<file path="src/rtl/proc_defs_pkg.sv">
// Shared encodings for the main sequencer and control_unit: state codes, opcodes and their widths.
// control_unit imports this same package, so these codes are defined in one place only.
package proc_defs_pkg;

    localparam int STATE_W = 6;
    localparam int OPC_W   = 4;

    typedef enum logic [STATE_W-1:0] {
        S_IDLE   = 6'd0,
        S_FETCH1 = 6'd1,
        S_FETCH2 = 6'd2,
        S_FETCH3 = 6'd3,
        S_FETCH4 = 6'd4,
        S_FETCH5 = 6'd5,
        S_FETCH6 = 6'd6,
        S_LDR11  = 6'd7,
        S_LDR12  = 6'd8,
        S_LDR13  = 6'd9,
        S_LDR14  = 6'd10,
        S_LDR21  = 6'd11,
        S_LDR22  = 6'd12,
        S_LDR23  = 6'd13,
        S_LDR24  = 6'd14,
        S_STAC1  = 6'd15,
        S_STAC2  = 6'd16,
        S_STAC3  = 6'd17,
        S_STAC4  = 6'd18,
        S_ADD    = 6'd19,
        S_ADD2   = 6'd20,
        S_MUL    = 6'd21
    } seq_state_e;

    typedef enum logic [OPC_W-1:0] {
        OP_NOP  = 4'd0,
        OP_LDR1 = 4'd1,
        OP_LDR2 = 4'd2,
        OP_STAC = 4'd3,
        OP_ADD  = 4'd4,
        OP_MUL  = 4'd5,
        OP_HALT = 4'd15
    } opcode_e;

endpackage

</file>
<file path="src/rtl/seq_opcode_decode.sv">
// Combinational opcode map: the state entered on leaving fetch6, plus legal/halt flags.
module seq_opcode_decode
    import proc_defs_pkg::*;
(
    input  logic [OPC_W-1:0]   opcode,
    output logic [STATE_W-1:0] first_state,
    output logic               is_legal,
    output logic               is_halt
);

    always_comb begin
        first_state = S_FETCH1;
        is_legal    = 1'b1;
        is_halt     = 1'b0;
        case (opcode)
            OP_NOP:  first_state = S_FETCH1;
            OP_LDR1: first_state = S_LDR11;
            OP_LDR2: first_state = S_LDR21;
            OP_STAC: first_state = S_STAC1;
            OP_ADD:  first_state = S_ADD;
            OP_MUL:  first_state = S_MUL;
            OP_HALT: begin
                first_state = S_IDLE;
                is_halt     = 1'b1;
            end
            // Undefined opcodes skip execute and go straight back to fetch.
            default: is_legal = 1'b0;
        endcase
    end

endmodule

</file>
<file path="src/rtl/instr_sequencer.sv">
// Main-FSM sequencer: fetch, decode, execute; drives the state code seen by control_unit.
// State/opcode widths come from the shared package so they always agree with control_unit.
module instr_sequencer
    import proc_defs_pkg::*;
#(
    parameter int CNT_W = 16
) (
    input  logic               clock,
    input  logic               reset_n,
    input  logic               start,
    input  logic               stall,
    input  logic [OPC_W-1:0]   ir_opcode,
    output logic [STATE_W-1:0] state,
    output logic               done,
    output logic               illegal,
    output logic [CNT_W-1:0]   instr_count
);

    logic [STATE_W-1:0] dec_state;
    logic               dec_legal;
    logic               dec_halt;

    logic [STATE_W-1:0] next_state;
    logic               retire;
    logic               done_next;
    logic               illegal_next;

    seq_opcode_decode u_decode (
        .opcode      (ir_opcode),
        .first_state (dec_state),
        .is_legal    (dec_legal),
        .is_halt     (dec_halt)
    );

    always_comb begin
        next_state   = state;
        retire       = 1'b0;
        done_next    = 1'b0;
        illegal_next = 1'b0;
        if (!stall) begin
            case (state)
                S_IDLE: if (start) next_state = S_FETCH1;
                S_FETCH1, S_FETCH2, S_FETCH3, S_FETCH4, S_FETCH5,
                S_LDR11, S_LDR12, S_LDR13,
                S_LDR21, S_LDR22, S_LDR23,
                S_STAC1, S_STAC2, S_STAC3:
                    next_state = state + STATE_W'(1);
                S_FETCH6: begin
                    next_state   = dec_state;
                    retire       = 1'b1;
                    done_next    = dec_halt;
                    illegal_next = !dec_legal;
                end
                S_ADD:  next_state = S_ADD2;
                S_LDR14, S_LDR24, S_STAC4, S_ADD2, S_MUL:
                    next_state = S_FETCH1;
                // Unused codes recover to idle and flag it.
                default: begin
                    next_state   = S_IDLE;
                    illegal_next = 1'b1;
                end
            endcase
        end
    end

    always_ff @(posedge clock or negedge reset_n) begin
        if (!reset_n) begin
            state       <= S_IDLE;
            done        <= 1'b0;
            illegal     <= 1'b0;
            instr_count <= '0;
        end else begin
            state   <= next_state;
            done    <= done_next;
            illegal <= illegal_next;
            if (retire) instr_count <= instr_count + CNT_W'(1);
        end
    end

endmodule

</file>
<file path="config.mk">
export PLATFORM = sky130hd
export DESIGN_NAME = instr_sequencer
export DESIGN_NICKNAME = d
export VERILOG_FILES = /design/src/rtl/proc_defs_pkg.sv /design/src/rtl/seq_opcode_decode.sv /design/src/rtl/instr_sequencer.sv
export SDC_FILE = /design/constraint.sdc
export NUM_CORES = 1
export LEC_CHECK = 0
export CAP_MARGIN = 10
export CORE_ASPECT_RATIO = 1.25
export CORE_MARGIN = 10
export CORE_UTILIZATION = 52
export CTS_BUF_LIST = sky130_fd_sc_hd__clkbuf_4 sky130_fd_sc_hd__clkbuf_8
export CTS_CLUSTER_DIAMETER = 30
export DETAILED_ROUTE_END_ITERATION = 7
export PLACE_DENSITY = 0.79
export REMOVE_ABC_BUFFERS = 1
export SYNTH_ARGS = -nofsm -noshare
export SYNTH_HDL_FRONTEND = slang
export SYNTH_SLANG_ARGS = --single-unit
</file>
<file path="constraint.sdc">
create_clock -name clock -period 2.2 [get_ports clock]
set_input_delay 0.44 -clock clock [delete_from_list [all_inputs] [get_ports clock]]
set_output_delay 0.44 -clock clock [all_outputs]
set_load 0.005 [all_outputs]
</file>
==> results.tsv, run 1 <==
stage	metric	value	unit
critical_path	Crit Path Category	reg -> reg	
layout	P&R area growth vs syn	29.81	%
clocking	Clock Pin Slew Worst Setup and Hold Paths	130	ps
routing	routed vias/inst	6.037	
clocking	clock sinks	24	
power_and_ir_drop	Power Density	968.1	mW/mm^2
placed_design	port bufs	31	
critical_path	Crit path largest cell delay	480	ps
critical_path	slowest CP cell	nor4b_1	
timing	crit path time final	2100	ps
placed_design	DP Area	0.001778	sq mm
clocking	H-tree depth	1	
synthesis	Cell Area, Synth	0.001410	sq mm
routing	Initial DRT Pass Iterations	6	
placed_design	Final GP Congestion	0.9463	
clocking	clk_lat worst skew	310	ps
critical_path	Crit Path Max Fanout	9	
timing	Final period util	95.46	%
grt	global-route wire length before repair	5.823	mm
routing	first-iteration detailed-routing DRC count	59	
clocking	Post-CTS Setup Inserts	0	
status	outcome	finished clean	
floorplan	core area	0.002628	sq mm
clocking	PostCTS Resize Cnt	0	
power_and_ir_drop	sequential share of power	35.7	%
grt	initial antenna violation count	0	
power_and_ir_drop	internal power	1.101	mW
synthesis	Seq/Total Area, Yosys	42.59	%
clocking	CTS tree	done	
routing	total number of vias	1292	
grt	largest net degree at the start of global routing	25	
power_and_ir_drop	Clock power frac	17.7	%
clocking	cts-stage hold buffer count	0	
floorplan	die area	0.005208	sq mm
hold_path	Hold Crit Class	in -> async	
synthesis	fraction of registers with async set/reset	100.0	%
synthesis	Syn Area/Cell	9.792	sq um
floorplan	I/O pins	32	
layout	Diodes inserted	0	
synthesis	EDFF count, synth	0	
layout	most common cell after layout, fill and taps aside	clkdlybuf4s50_1	
floorplan	initial core utilization	53.67	%
timing	# setup viols final	0	
synthesis	Cell variety after synth	41	
layout	fillers	220	
power_and_ir_drop	NetSw	671.1	uW
clocking	CTS buffer count	3	
critical_path	Worst setup SP type	flip-flop	
timing	fmax	0.4762	GHz
routing	final wirelength	3.612	mm
clocking	clk buf depth	2	
floorplan	DIE HEIGHT	78.22	um
timing	clock skew	5.146	ps
timing	Worst slew margin	61.92	%
grt	vias in the first global route	1278	
timing	Slew Viols, Final	0	
timing	Setup TNS	0	ps
synthesis	FF+latch count, synth	24	
run	maxcap violations	0	
grt	total track usage	13.74	%
synthesis	synth warn	0	
critical_path	Buf/Inv on CP	1	
critical_path	crit path capture type	flip-flop	
routing	DRC Markers	0	
routing	Final ANT Viol Nets	0	
critical_path	Arrival @ worst endpoint	2300	ps
synthesis	Synth Instances	144	
floorplan	Die Wd	66.58	um
critical_path	CP delay by family, top	simple AND/OR/NAND/NOR gates	
power_and_ir_drop	leak pwr	0.7497	nW
layout	Final nets	194	
timing	Hold Violations, Final	0	
floorplan	row count	21	
power_and_ir_drop	Comb power frac	46.7	%
power_and_ir_drop	Max IR drop VDD	0.5162	mV
clocking	clk root buf	clkbuf_4	
critical_path	CP required	2400	ps
routing	wire length per cell	16.88	um
layout	Design Area, Final	0.001831	sq mm
layout	share of cells above drive strength 1	7.222	%
placed_design	hpwl dp	2.848	mm
synthesis	Synth Flop Type	dfrtp_1	
timing	setup repair after global routing missed its margin	no	
timing	Worst-Margin Slew	571.1	ps
layout	most frequent cells in the layout	clkdlybuf4s50_1, dfrtp_1, xnor2_1, nor2_1, nand2_1	
critical_path	CP Cell Sequence	inv_1, ha_1, nor4b_1, a21oi_1, a31oi_1, nand3_1	
power_and_ir_drop	Switching Share	37.87	%
grt	grt ovf	0	
-- Yosys cell counts, drive strengths merged (4+ instances only) --
library cell  count  share of area, %
o21ai             4               1.4
xnor2            14               8.7
and3              4               1.8
inv               5               1.3
dfrtp            24                43
nor2             11               2.9
ha                5               4.4
a31oi             4               1.8
nand4             8               3.5
nand3             8               2.8
nand2             9               2.4
-- cell families after synthesis --
logic type,synth area share (%)
AND/OR/NAND/NOR,27.06
adder cells (fa/ha/maj),4.437
buffers and inverters,3.461
flip-flops,42.59
XOR/XNOR,9.938
AO/OA/AOI/OAI,12.51
-- registers in the layout (all words and copies together) (netlist names) --
signal       cells
illegal          1
done             1
state            6
instr_count     16
-- power groups by stage --
| stage | registers [mW] | clock network [mW] | logic [mW] |
|---|---|---|---|
| after CTS | 0.631 | 0.322 | 0.822 |
| after detailed placement | 0.638 | 0 | 0.817 |
| final | 0.632 | 0.313 | 0.827 |
| after global placement | 0.631 | 0 | 0.793 |
| after global routing | 0.647 | 0.336 | 0.907 |
| after floorplan | 0.635 | 0 | 0.463 |
-- routing by layer --
| metal | GRT usage (%) | routed length, um | vias to the layer above | share of wire [%] |
|---|---|---|---|---|
| li1 | - | - | 604 | - |
| met1 | 14.66 | 1370 | 623 | 38 |
| met2 | 23.86 | 1878 | 53 | 52 |
| met3 | 1.989 | 219 | 12 | 6.1 |
| met4 | 9.244 | 144 | 0 | 4.0 |
| met5 | 0 | 0 | - | 0 |
-- through the flow --
step           instances  total power, mW  setup WS [ps]  utilization (%)  hold WS [ps]
6_report             214            1.772          99.89            69.67         463.9
5_1_grt              214            1.890          11.55            69.67         473.1
3_5_place_dp         210            1.455          156.9            67.67         471.2
3_3_place_gp         210            1.424          280.2            67.67         459.9
2_1_floorplan        139            1.098          242.7                -         144.4
4_1_cts              214            1.776          152.6            69.67         463.9
-- layout make-up --
cell class,instances,area [sq um],area share [%]
multi-input cells,110,760.7,41.56
inverters,5,18.77,1.025
clock inverters,1,30.03,1.640
well taps,34,42.54,2.324
repair buffers,37,355.3,19.41
clock buffers,3,22.52,1.230
flip-flops and latches,24,600.6,32.81
-- path summary, 6_finish.rpt --
kind | start | to | slack [ps] | cells past startpoint
max | state[0] | state[2] | 100 | 6
min | reset_n | instr_count[6] | 460 | 2
max reg2reg | state[0] | state[2] | 100 | 6
min reg2reg | instr_count[15] | instr_count[15] | 480 | 1
max in group asynchronous | reset_n | instr_count[15] | 1500 | 2
min in group clock | instr_count[15] | instr_count[15] | 480 | 1
Note: power is estimated with default switching activity, not from simulation.
==> inputs of run 2 (changes only) <==
Settings changed: CAP_MARGIN 10 to 20.
==> results of run 2 <==
Final layout, timing and power as in run 1 (identical DEF).
==> inputs of run 3 (changes only) <==
Settings changed: CORE_UTILIZATION 52 to 55, DONT_BUFFER_PORTS from default to 1, PLACE_DENSITY 0.79 to 0.67.
==> run 3 against run 2 <==
Effect of this change:
- hold slack got worse by 250 ps
- final cell count fell by 14%
- clock skew rose by 3.5 ps
- clock power fell by 26%
- worst setup slack improved by 140 ps
- highest routed layer unchanged
- routed wire length fell by 6.9%
- global-route usage fell by 0.17 points
- cell area fell by 15%
- first-iteration DRC count fell by 36%
- total power fell by 10%
==> results.tsv, run 3 (same netlist as run 1, synthesis figures left out) <==
stage	metric	value	unit
status	outcome	finished clean	
clocking	PostCTS Resize Cnt	0	
critical_path	worst r2r src	state[2]	
clocking	H-tree depth	1	
timing	Hold Violations, Final	0	
placed_design	hpwl dp	2.573	mm
timing	crit path time final	1960	ps
layout	fillers	234	
grt	total track usage	13.57	%
layout	Storage cell area	600.6	sq um
floorplan	I/O pins	32	
hold_path	Worst Hold Launch	stall	
run	maxcap violations	0	
layout	max reg flops	16	
floorplan	core area	0.002452	sq mm
placed_design	port bufs	0	
clocking	Post-CTS Setup Inserts	0	
power_and_ir_drop	leak pwr	0.6522	nW
routing	DRC Markers	0	
layout	Reg with most FFs	instr_count	
timing	Setup TNS	0	ps
timing	# setup viols final	0	
floorplan	row count	20	
routing	routed vias/inst	6.373	
critical_path	Arrival @ worst endpoint	2190	ps
layout	top flop regs	instr_count x16, state x6	
timing	fmax	0.5102	GHz
timing	Slew Viols, Final	0	
critical_path	crit path capture type	flip-flop	
power_and_ir_drop	Power Density	1026	mW/mm^2
floorplan	DIE HEIGHT	76.61	um
layout	Final nets	166	
clocking	Clock Pin Slew Worst Setup and Hold Paths	140	ps
layout	area of the multi-input gates	760.7	sq um
timing	setup repair after global routing missed its margin	no	
grt	initial antenna violation count	0	
clocking	cts-stage hold buffer count	1	
clocking	CTS buffer count	3	
critical_path	Register-to-Register Setup Slack	240	ps
placed_design	DP Area	0.001474	sq mm
clocking	CTS tree	done	
hold_path	Min-Delay Path Depth	1	
grt	global-route wire length before repair	5.651	mm
timing	Worst slew margin	55.70	%
timing	Worst-Margin Slew	664.5	ps
critical_path	Crit Path Max Fanout	11	
layout	Design Area, Final	0.001548	sq mm
layout	Diodes inserted	0	
clocking	clock sinks	24	
routing	total number of vias	1179	
routing	wire length per cell	18.17	um
timing	clock skew	8.677	ps
grt	largest net degree at the start of global routing	25	
floorplan	initial core utilization	57.50	%
floorplan	Die Wd	65.29	um
layout	share of cells above drive strength 1	9.868	%
routing	final wirelength	3.362	mm
routing	Final ANT Viol Nets	0	
clocking	clk buf depth	2	
timing	setup ws final	239.9	ps
critical_path	Crit Path Category	reg -> reg	
critical_path	CP required	2430	ps
critical_path	Crit Reg-Reg Endpoint	state[4]	
hold_path	Hold Crit Class	in -> reg	
critical_path	Worst setup SP type	flip-flop	
clocking	clk_lat worst skew	310	ps
routing	first-iteration detailed-routing DRC count	38	
critical_path	r2r worst-path depth	4	
timing	hold_ws	217.2	ps
routing	Initial DRT Pass Iterations	4	
power_and_ir_drop	Max IR drop VDD	0.6053	mV
layout	most frequent cells in the layout	dfrtp_1, xnor2_1, nor2_1, nand2_1	
placed_design	Final GP Congestion	0.8269	
grt	grt ovf	0	
layout	most common cell after layout, fill and taps aside	dfrtp_1	
placed_design	Place WS	307.9	ps
hold_path	hold path endpoint	illegal	
timing	Final period util	89.10	%
layout	P&R area growth vs syn	9.760	%
grt	vias in the first global route	1152	
clocking	clk root buf	clkbuf_4	
floorplan	die area	0.005002	sq mm
[run 3: cell types whose count changed in the layout (fill, tap and decap cells not counted), sizes merged]
cell	previous run	this run
buf	6	8
bufinv	1	0
clkbuf	3	4
clkdlybuf4s50	31	0
dlygate4sd3	0	1
[run 3: layer usage]
| metal | track usage [%] | part of all wire [%] | vias up |
|---|---|---|---|
| li1 | - | - | 550 |
| met1 | 15.40 | 37 | 578 |
| met2 | 22.31 | 51 | 49 |
| met3 | 5.000 | 11 | 2 |
| met4 | 4.936 | 1.0 | 0 |
| met5 | 0 | 0 | - |
[run 3: worst max path at each step]
| stage | from | depth (start not counted) | slack (ps) | to |
|---|---|---|---|---|
| after floorplan | state[2] | 4 | 240 | instr_count[12] |
| after global placement | state[0] | 6 | 360 | state[2] |
| after detailed placement | state[1] | 6 | 310 | state[2] |
| after CTS | state[1] | 6 | 280 | state[2] |
| after global routing | state[0] | 6 | 50 | state[2] |
| final | state[2] | 4 | 240 | state[4] |
[run 3: worst max-delay path, stage by stage, from the launching register on]
cell and delay, ps:
dfrtp_1 570, or4b_4 550, nor3_1 420, nand3b_1 140
a31oi_1 210
[run 3: layout make-up]
| cell class | instances | area share [%] |
|---|---|---|
| multi-input combinational | 110 | 49.15 |
| tap | 33 | 2.668 |
| sequential | 24 | 38.80 |
| timing repair buffer | 9 | 5.821 |
| inverter | 5 | 1.213 |
| clock buffer | 4 | 2.344 |
[run 3: report_power, final]
group          internal (mW)  total [mW]  switching (mW)
combinational          0.329       0.747           0.418
sequential             0.512       0.609          0.0974
clock                  0.101       0.231           0.130
total                  0.942        1.59           0.646
[run 3: metrics by stage]
step,power [mW],std cells,util [%]
after global routing,1.716,185,63.11
after global placement,1.315,179,60.10
after floorplan,1.098,139,-
after CTS,1.577,184,61.99
after detailed placement,1.341,179,60.10
final,1.587,185,63.11
